`src/rtl/ascon_aead_ctrl.sv`:
```
// ascon_aead_ctrl
//
// ASCON-128 AEAD sequencer. Owns the 320-bit state {x0,x1,x2,x3,x4}
// (x0 in the MSBs). An external round engine does the permutation
// through a start/done handshake. Handles 0..MAX_BLOCKS associated-data
// blocks and 0..MAX_BLOCKS data blocks per message. The caller pads all
// blocks to 64 bits before sending them.
//
// Optional feature: define ASCON_DECRYPT_EN to build the decrypt path and
// the tag check. Without it, decrypt_i and tag_i are ignored, auth_ok_o is
// 0, and every message is encrypted.
//
// Ports
//   clock_i, reset_i          clock (rising edge), async active-high reset
//   start_i, decrypt_i        message request; mode sampled with start_i
//   ad_blocks_i, data_blocks_i block counts (saturate at MAX_BLOCKS)
//   key_i, nonce_i            K and N, sampled with start_i
//   data_i, data_valid_i      AD blocks, then plaintext/ciphertext blocks
//   data_ready_o              high in AD_WAIT / DATA_WAIT
//   tag_i                     expected tag, sampled in TAG
//   perm_start_o              one-cycle permutation request
//   perm_rounds_o             12 or 6 while a permutation is outstanding
//   perm_state_o              state presented to the round engine
//   perm_state_i, perm_done_i permuted state and its completion pulse
//   cipher_o, cipher_valid_o  output block and its one-cycle strobe
//   tag_o, auth_ok_o          final tag and tag-match flag, held
//   end_o                     one-cycle end-of-message pulse
//   busy_o                    message in progress
//
// state     | meaning
// ----------+-------------------------------------------------------
// IDLE      | waiting for start_i
// INIT_P    | p12 over {IV,K,N}
// INIT_K    | x3,x4 ^= K
// AD_WAIT   | waiting for an AD block; x0 ^= A on accept
// AD_P      | p6 after an AD block
// DSEP      | domain separation x4 ^= 1
// DATA_WAIT | waiting for a data block; emits one output block
// DATA_P    | p6 between data blocks
// FIN_P     | p12 finalisation (x1,x2 already keyed)
// TAG       | tag = {x3,x4} ^ K, pulse end_o
module ascon_aead_ctrl #(
    parameter int MAX_BLOCKS = 16,
    parameter int CNT_W      = $clog2(MAX_BLOCKS + 1)
) (
    input  logic             clock_i,
    input  logic             reset_i,
    input  logic             start_i,
    input  logic             decrypt_i,
    input  logic [CNT_W-1:0] ad_blocks_i,
    input  logic [CNT_W-1:0] data_blocks_i,
    input  logic [127:0]     key_i,
    input  logic [127:0]     nonce_i,
    input  logic [63:0]      data_i,
    input  logic             data_valid_i,
    output logic             data_ready_o,
    input  logic [127:0]     tag_i,
    output logic             perm_start_o,
    output logic [3:0]       perm_rounds_o,
    output logic [319:0]     perm_state_o,
    input  logic [319:0]     perm_state_i,
    input  logic             perm_done_i,
    output logic [63:0]      cipher_o,
    output logic             cipher_valid_o,
    output logic [127:0]     tag_o,
    output logic             auth_ok_o,
    output logic             end_o,
    output logic             busy_o
);

    localparam logic [63:0]      ASCON_IV = 64'h80400c0600000000;
    localparam logic [CNT_W-1:0] MAX_CNT  = CNT_W'(MAX_BLOCKS);
    localparam logic [CNT_W-1:0] ONE_CNT  = CNT_W'(1);

    typedef enum logic [3:0] {
        S_IDLE,
        S_INIT_P,
        S_INIT_K,
        S_AD_WAIT,
        S_AD_P,
        S_DSEP,
        S_DATA_WAIT,
        S_DATA_P,
        S_FIN_P,
        S_TAG
    } state_t;

    state_t             state_q, state_d;
    logic [319:0]       s_q, s_d;
    logic [127:0]       key_q, key_d;
    logic [CNT_W-1:0]   ad_cnt_q, ad_cnt_d;
    logic [CNT_W-1:0]   dat_cnt_q, dat_cnt_d;
    logic               dec_q, dec_d;
    logic               perm_start_q, perm_start_d;
    logic [63:0]        cipher_q, cipher_d;
    logic               cipher_valid_q, cipher_valid_d;
    logic [127:0]       tag_q, tag_d;
    logic               auth_q, auth_d;
    logic               end_q, end_d;
    logic [63:0]        x0;
    logic               dec_sel;
    logic [127:0]       tag_cmp;

    assign x0 = s_q[319:256];

`ifdef ASCON_DECRYPT_EN
    assign dec_sel = decrypt_i;
    assign tag_cmp = tag_i;
`else
    assign dec_sel = 1'b0;
    assign tag_cmp = '0;
    wire   unused_dec_inputs = &{1'b0, decrypt_i, tag_i};
`endif

    function automatic logic [CNT_W-1:0] sat_cnt(input logic [CNT_W-1:0] c);
        return (c > MAX_CNT) ? MAX_CNT : c;
    endfunction

    always_ff @(posedge clock_i or posedge reset_i) begin
        if (reset_i) begin
            state_q        <= S_IDLE;
            s_q            <= '0;
            key_q          <= '0;
            ad_cnt_q       <= '0;
            dat_cnt_q      <= '0;
            dec_q          <= 1'b0;
            perm_start_q   <= 1'b0;
            cipher_q       <= '0;
            cipher_valid_q <= 1'b0;
            tag_q          <= '0;
            auth_q         <= 1'b0;
            end_q          <= 1'b0;
        end else begin
            state_q        <= state_d;
            s_q            <= s_d;
            key_q          <= key_d;
            ad_cnt_q       <= ad_cnt_d;
            dat_cnt_q      <= dat_cnt_d;
            dec_q          <= dec_d;
            perm_start_q   <= perm_start_d;
            cipher_q       <= cipher_d;
            cipher_valid_q <= cipher_valid_d;
            tag_q          <= tag_d;
            auth_q         <= auth_d;
            end_q          <= end_d;
        end
    end

    always_comb begin
        state_d        = state_q;
        s_d            = s_q;
        key_d          = key_q;
        ad_cnt_d       = ad_cnt_q;
        dat_cnt_d      = dat_cnt_q;
        dec_d          = dec_q;
        perm_start_d   = 1'b0;
        cipher_d       = cipher_q;
        cipher_valid_d = 1'b0;
        tag_d          = tag_q;
        auth_d         = auth_q;
        end_d          = 1'b0;

        case (state_q)
            S_IDLE: begin
                if (start_i) begin
                    s_d          = {ASCON_IV, key_i, nonce_i};
                    key_d        = key_i;
                    dec_d        = dec_sel;
                    ad_cnt_d     = sat_cnt(ad_blocks_i);
                    dat_cnt_d    = sat_cnt(data_blocks_i);
                    tag_d        = '0;
                    auth_d       = 1'b0;
                    perm_start_d = 1'b1;
                    state_d      = S_INIT_P;
                end
            end
            // A done in the same cycle as our own start pulse cannot be the
            // answer to it, so it is ignored.
            S_INIT_P, S_AD_P, S_DATA_P, S_FIN_P: begin
                if (perm_done_i && !perm_start_q) begin
                    s_d = perm_state_i;
                    case (state_q)
                        S_INIT_P: state_d = S_INIT_K;
                        S_AD_P:   state_d = (ad_cnt_q != '0) ? S_AD_WAIT : S_DSEP;
                        S_DATA_P: state_d = S_DATA_WAIT;
                        default:  state_d = S_TAG;
                    endcase
                end
            end
            S_INIT_K: begin
                s_d[127:0] = s_q[127:0] ^ key_q;
                state_d    = (ad_cnt_q != '0) ? S_AD_WAIT : S_DSEP;
            end
            S_AD_WAIT: begin
                if (data_valid_i) begin
                    s_d[319:256] = x0 ^ data_i;
                    ad_cnt_d     = ad_cnt_q - ONE_CNT;
                    perm_start_d = 1'b1;
                    state_d      = S_AD_P;
                end
            end
            S_DSEP: begin
                s_d[0] = ~s_q[0];
                if (dat_cnt_q != '0) begin
                    state_d = S_DATA_WAIT;
                end else begin
                    s_d[255:128] = s_q[255:128] ^ key_q;
                    perm_start_d = 1'b1;
                    state_d      = S_FIN_P;
                end
            end
            S_DATA_WAIT: begin
                if (data_valid_i) begin
                    // Output is x0 ^ block in both modes; decrypt then
                    // replaces x0 with the ciphertext itself.
                    cipher_d       = x0 ^ data_i;
                    cipher_valid_d = 1'b1;
                    s_d[319:256]   = dec_q ? data_i : (x0 ^ data_i);
                    dat_cnt_d      = dat_cnt_q - ONE_CNT;
                    perm_start_d   = 1'b1;
                    if (dat_cnt_q == ONE_CNT) begin
                        s_d[255:128] = s_q[255:128] ^ key_q;
                        state_d      = S_FIN_P;
                    end else begin
                        state_d = S_DATA_P;
                    end
                end
            end
            S_TAG: begin
                tag_d   = s_q[127:0] ^ key_q;
                auth_d  = dec_q && (tag_d == tag_cmp);
                end_d   = 1'b1;
                state_d = S_IDLE;
            end
            default: state_d = S_IDLE;
        endcase
    end

    always_comb begin
        perm_rounds_o = 4'd0;
        case (state_q)
            S_INIT_P, S_FIN_P: perm_rounds_o = 4'd12;
            S_AD_P, S_DATA_P:  perm_rounds_o = 4'd6;
            default:           perm_rounds_o = 4'd0;
        endcase
    end

    assign data_ready_o   = (state_q == S_AD_WAIT) || (state_q == S_DATA_WAIT);
    assign busy_o         = (state_q != S_IDLE);
    assign perm_start_o   = perm_start_q;
    assign perm_state_o   = s_q;
    assign cipher_o       = cipher_q;
    assign cipher_valid_o = cipher_valid_q;
    assign tag_o          = tag_q;
    assign auth_ok_o      = auth_q;
    assign end_o          = end_q;

endmodule

```
`config.mk`:
```
export PLATFORM = sky130hd
export DESIGN_NAME = ascon_aead_ctrl
export DESIGN_NICKNAME = d
export VERILOG_FILES = /design/src/rtl/ascon_aead_ctrl.sv
export SDC_FILE = /design/constraint.sdc
export NUM_CORES = 2
export LEC_CHECK = 0
export CORE_AREA = 2 2 505 507
export DETAILED_ROUTE_END_ITERATION = 8
export DIE_AREA = 0 0 507 509
export DONT_BUFFER_PORTS = 1
export PLACE_DENSITY = 0.3
export SYNTH_ARGS = -nofsm -noshare
export SYNTH_HDL_FRONTEND = slang
export SYNTH_SLANG_ARGS = --single-unit
```
`constraint.sdc`:
```
create_clock -name clock_i -period 23.3 [get_ports clock_i]
set_input_delay 4.66 -clock clock_i [delete_from_list [all_inputs] [get_ports clock_i]]
set_output_delay 4.66 -clock clock_i [all_outputs]
set_load 0.01 [all_outputs]
```
==> flow_metrics.tcl <==
set metrics [dict create \
    die-area_sq_um 258000 \
    tightestPinTransition_ps 1080 \
    initial_utilization_pct 13.2 \
    critPathMaxFanout 42 \
    grt_use_met1_pct 15.5 \
    crit_path_start_kind "flip-flop" \
    cts_hold_buf 0 \
    postSynthCellCount 3347 \
    p_per_area_nw_per_um2 200 \
    multi_input_area_sq_um 15300 \
    worstPathCellList "buf_4 > nor2b_1 > nand2_2 > inv_2 > buf_4" \
    fin_crit_sh_pct 34.4 \
    hpwl_um 136000 \
    num_rows 185 \
    final_common_cell "nand2_1" \
    wl_per_cell_um 28.0 \
    tns_ps 0 \
    maxCapViolations 0 \
    vias 26706 \
    clock_latency_ps 740 \
    worstPathArrival_ps 3340 \
    post_drt_via_cell_ratio 3.99 \
    die_h_um 509 \
    ys_ff_latch 657 \
    critPathKind "reg -> out" \
    clk_path_buf_depth 3 \
    async_flop_share_pct 100 \
    holdCritPathClass "reg -> reg" \
    grt-ovfl-total 0 \
    cts.clk_slew.worst_paths_ps 50 \
    cts_setup_buffers 0 \
    drcViolationCount 19 \
    ctsHtreeMaxLevel 3 \
    reg2reg_from "state_q[2]$_DFFE_PP0P_" \
    dpl_worst_slack_ps 15140 \
    max_stage_delay_ps 870 \
    port_buffers 0 \
    postSynthAreaPerCell_sq_um 9.94 \
    p_leak_nw 16.7 \
    startpoint "state_q[1]$_DFFE_PP0P_" \
    grt_max_degree 145 \
    maxSlewHeadroom_pct 27.8 \
    fin_crit_ps 8000 \
    endpoint_kind "primary output" \
    hold_path.startpoint "dat_cnt_q[1]$_DFFE_PP0P_" \
    drt.antenna.violating_nets 0 \
    synth-edff-count 0 \
    drive_gt1_share_pct 11.1 \
    grt_pass1_vias 26822 \
    synth_flop_cell "dfrtp_1" \
    ir_drop_mv 0.0887 \
    grt_pass1_wl_um 252000 \
    nets 4019 \
    drtIter0Drc 2223 \
    timing.final.ws_setup_ps 15300 \
    slowest_stage "inv_2" \
    core_region_area_sq_um 253000 \
    rsz0062_at_grt "no" \
    cts-resized-gates 0 \
    grtUsageMet3_pct 7.83 \
    outcome "finished, violations left" \
    clock_skew_ps 30.3 \
    setup_viol 0 \
    io_pins 1306 \
    cts_made_buffers 94 \
    cp.required_ps 18640 \
    violations "design-rule violations" \
    first_pass_iters 9 \
    nFillCells 28380 \
    grt_busiest_layer "met2" \
    max_freq_mhz 125 \
    place_congestion 0.796 \
    area_delta_synth_final_pct 20.1 \
    ff_latch_area_sq_um 16400 \
    cpMostUsedCell "buf_4" \
    wirelength_um 187000 \
    hold_viol 0 \
    antenna_found_initial 38 \
    drv_slew 0 \
    ys_warn_count 0 \
    met2_usage_pct 22.5 \
    synth_area_sq_um 33300 \
    grt_use_total_pct 13.9 \
    clock-root-buffer "clkbuf_16" \
    die_w_um 507 \
    tritoncts "done" \
    ys_seq_area_share_pct 49.4 \
    clock-sinks 657 \
    layout_common_cells "nand2_1 (658), dfrtp_1 (657), nor2_1 (342)" \
    synth.distinct_cells 62 \
]
==> stage by stage <==
step	util (%)	instances	hold WS (ps)	power (W)	instance area [sq um]
2_1_floorplan	-	3348	472	0.00514	33300
3_3_place_gp	14.5	6500	503	0.00657	36700
3_5_place_dp	14.5	6500	503	0.00660	36700
4_1_cts	15.8	6677	517	0.00820	39900
5_1_grt	15.8	6689	538	0.00862	39900
6_report	15.8	6701	513	0.00800	40000
==> layout make-up <==
class	instances	area share [%]
diodes	24	0.150
clock buffers	144	7.18
clock inverters	33	0.955
inverters	77	0.754
multi-input cells	2345	38.2
flip-flops and latches	657	41.1
well taps	3366	10.5
repair buffers	55	1.06
==> cell usage after synthesis (all sizes together) (2+ instances only) <==
cell type | count | area [sq um]
o311ai | 6 | 52.6
a31oi | 6 | 37.5
a211oi | 2 | 15.0
o22ai | 3 | 18.8
or4b | 2 | 23.8
mux2 | 133 | 1950
a21oi | 208 | 1040
nand2 | 661 | 2480
o22a | 2 | 17.5
inv | 77 | 289
and2 | 3 | 21.3
o211ai | 3 | 27.5
xnor2 | 193 | 1690
nor3b | 3 | 22.5
a222oi | 127 | 1270
a22o | 13 | 114
nand2b | 7 | 43.8
xor2 | 130 | 1150
or3 | 4 | 30.0
clkbuf | 132 | 495
nor2b | 4 | 25.0
nand3 | 132 | 661
nor2 | 342 | 1280
o21ai | 23 | 115
ha | 5 | 62.6
a32oi | 60 | 526
buf | 137 | 861
nor3 | 6 | 30.0
a221o | 128 | 1280
o2bb2ai | 117 | 1020
nor4b | 4 | 41.3
dfrtp | 657 | 16400
==> path summary, 6_finish.rpt <==
path | endpoint | slack, ps | cells after the start
setup / recovery | data_ready_o | 15300 | 5
hold / removal | dat_cnt_q[1]$_DFFE_PP0P_ | 510 | 2
setup reg to reg | perm_state_o[224]$_DFFE_PP0P_ | 18660 | 8
hold reg to reg | dat_cnt_q[1]$_DFFE_PP0P_ | 510 | 2
max in group asynchronous | key_q[100]$_DFFE_PP0P_ | 16330 | 4
min in group asynchronous | perm_state_o[311]$_DFFE_PP0P_ | 3980 | 1
==> layer usage <==
layer  routed length (um)  vias to the layer above
met3                24500                      209
met2                87600                     1114
li1                     -                    11682
met5                   86                        -
met4                 4550                       12
met1                70600                    13689
==> critical path, delay by kind of cell, from the launching register on <==
kind,cells,cell delay (ps)
buffers and inverters,3,1650
flip-flops,1,320
AND/OR/NAND/NOR,2,610
==> report_power, final <==
group / internal [W] / switching, W / leakage [nW]
Combinational: 0.00150 / 0.00212 / 6.99
Sequential: 0.00172 / 0.00113 / 8.12
Clock: 0.000908 / 0.000634 / 1.60
==> logic make-up (layout without fill, tap and decap cells) <==
kind of cell | Yosys count | in the layout | synth area share [%]
buf+inv | 346 | 309 | 4.94
flops | 657 | 657 | 49.4
compound gates | 708 | 708 | 16.9
mux | 134 | 134 | 5.88
simple gates | 1172 | 1172 | 14.1
other cells | 1 | 26 | 0.0113
xor+xnor | 323 | 323 | 8.52
fa+ha+maj | 6 | 6 | 0.218
==> sequential cells by signal, indices dropped and copies added, names as in the netlist <==
register	cells
perm_state_o	320
key_q	128
tag_o	128
cipher_o	64
ad_cnt_q	5
dat_cnt_q	5
state_q	4
cipher_valid_o	1
end_o	1
perm_start_o	1
No activity file was read; power rests on OpenSTA's default activity.
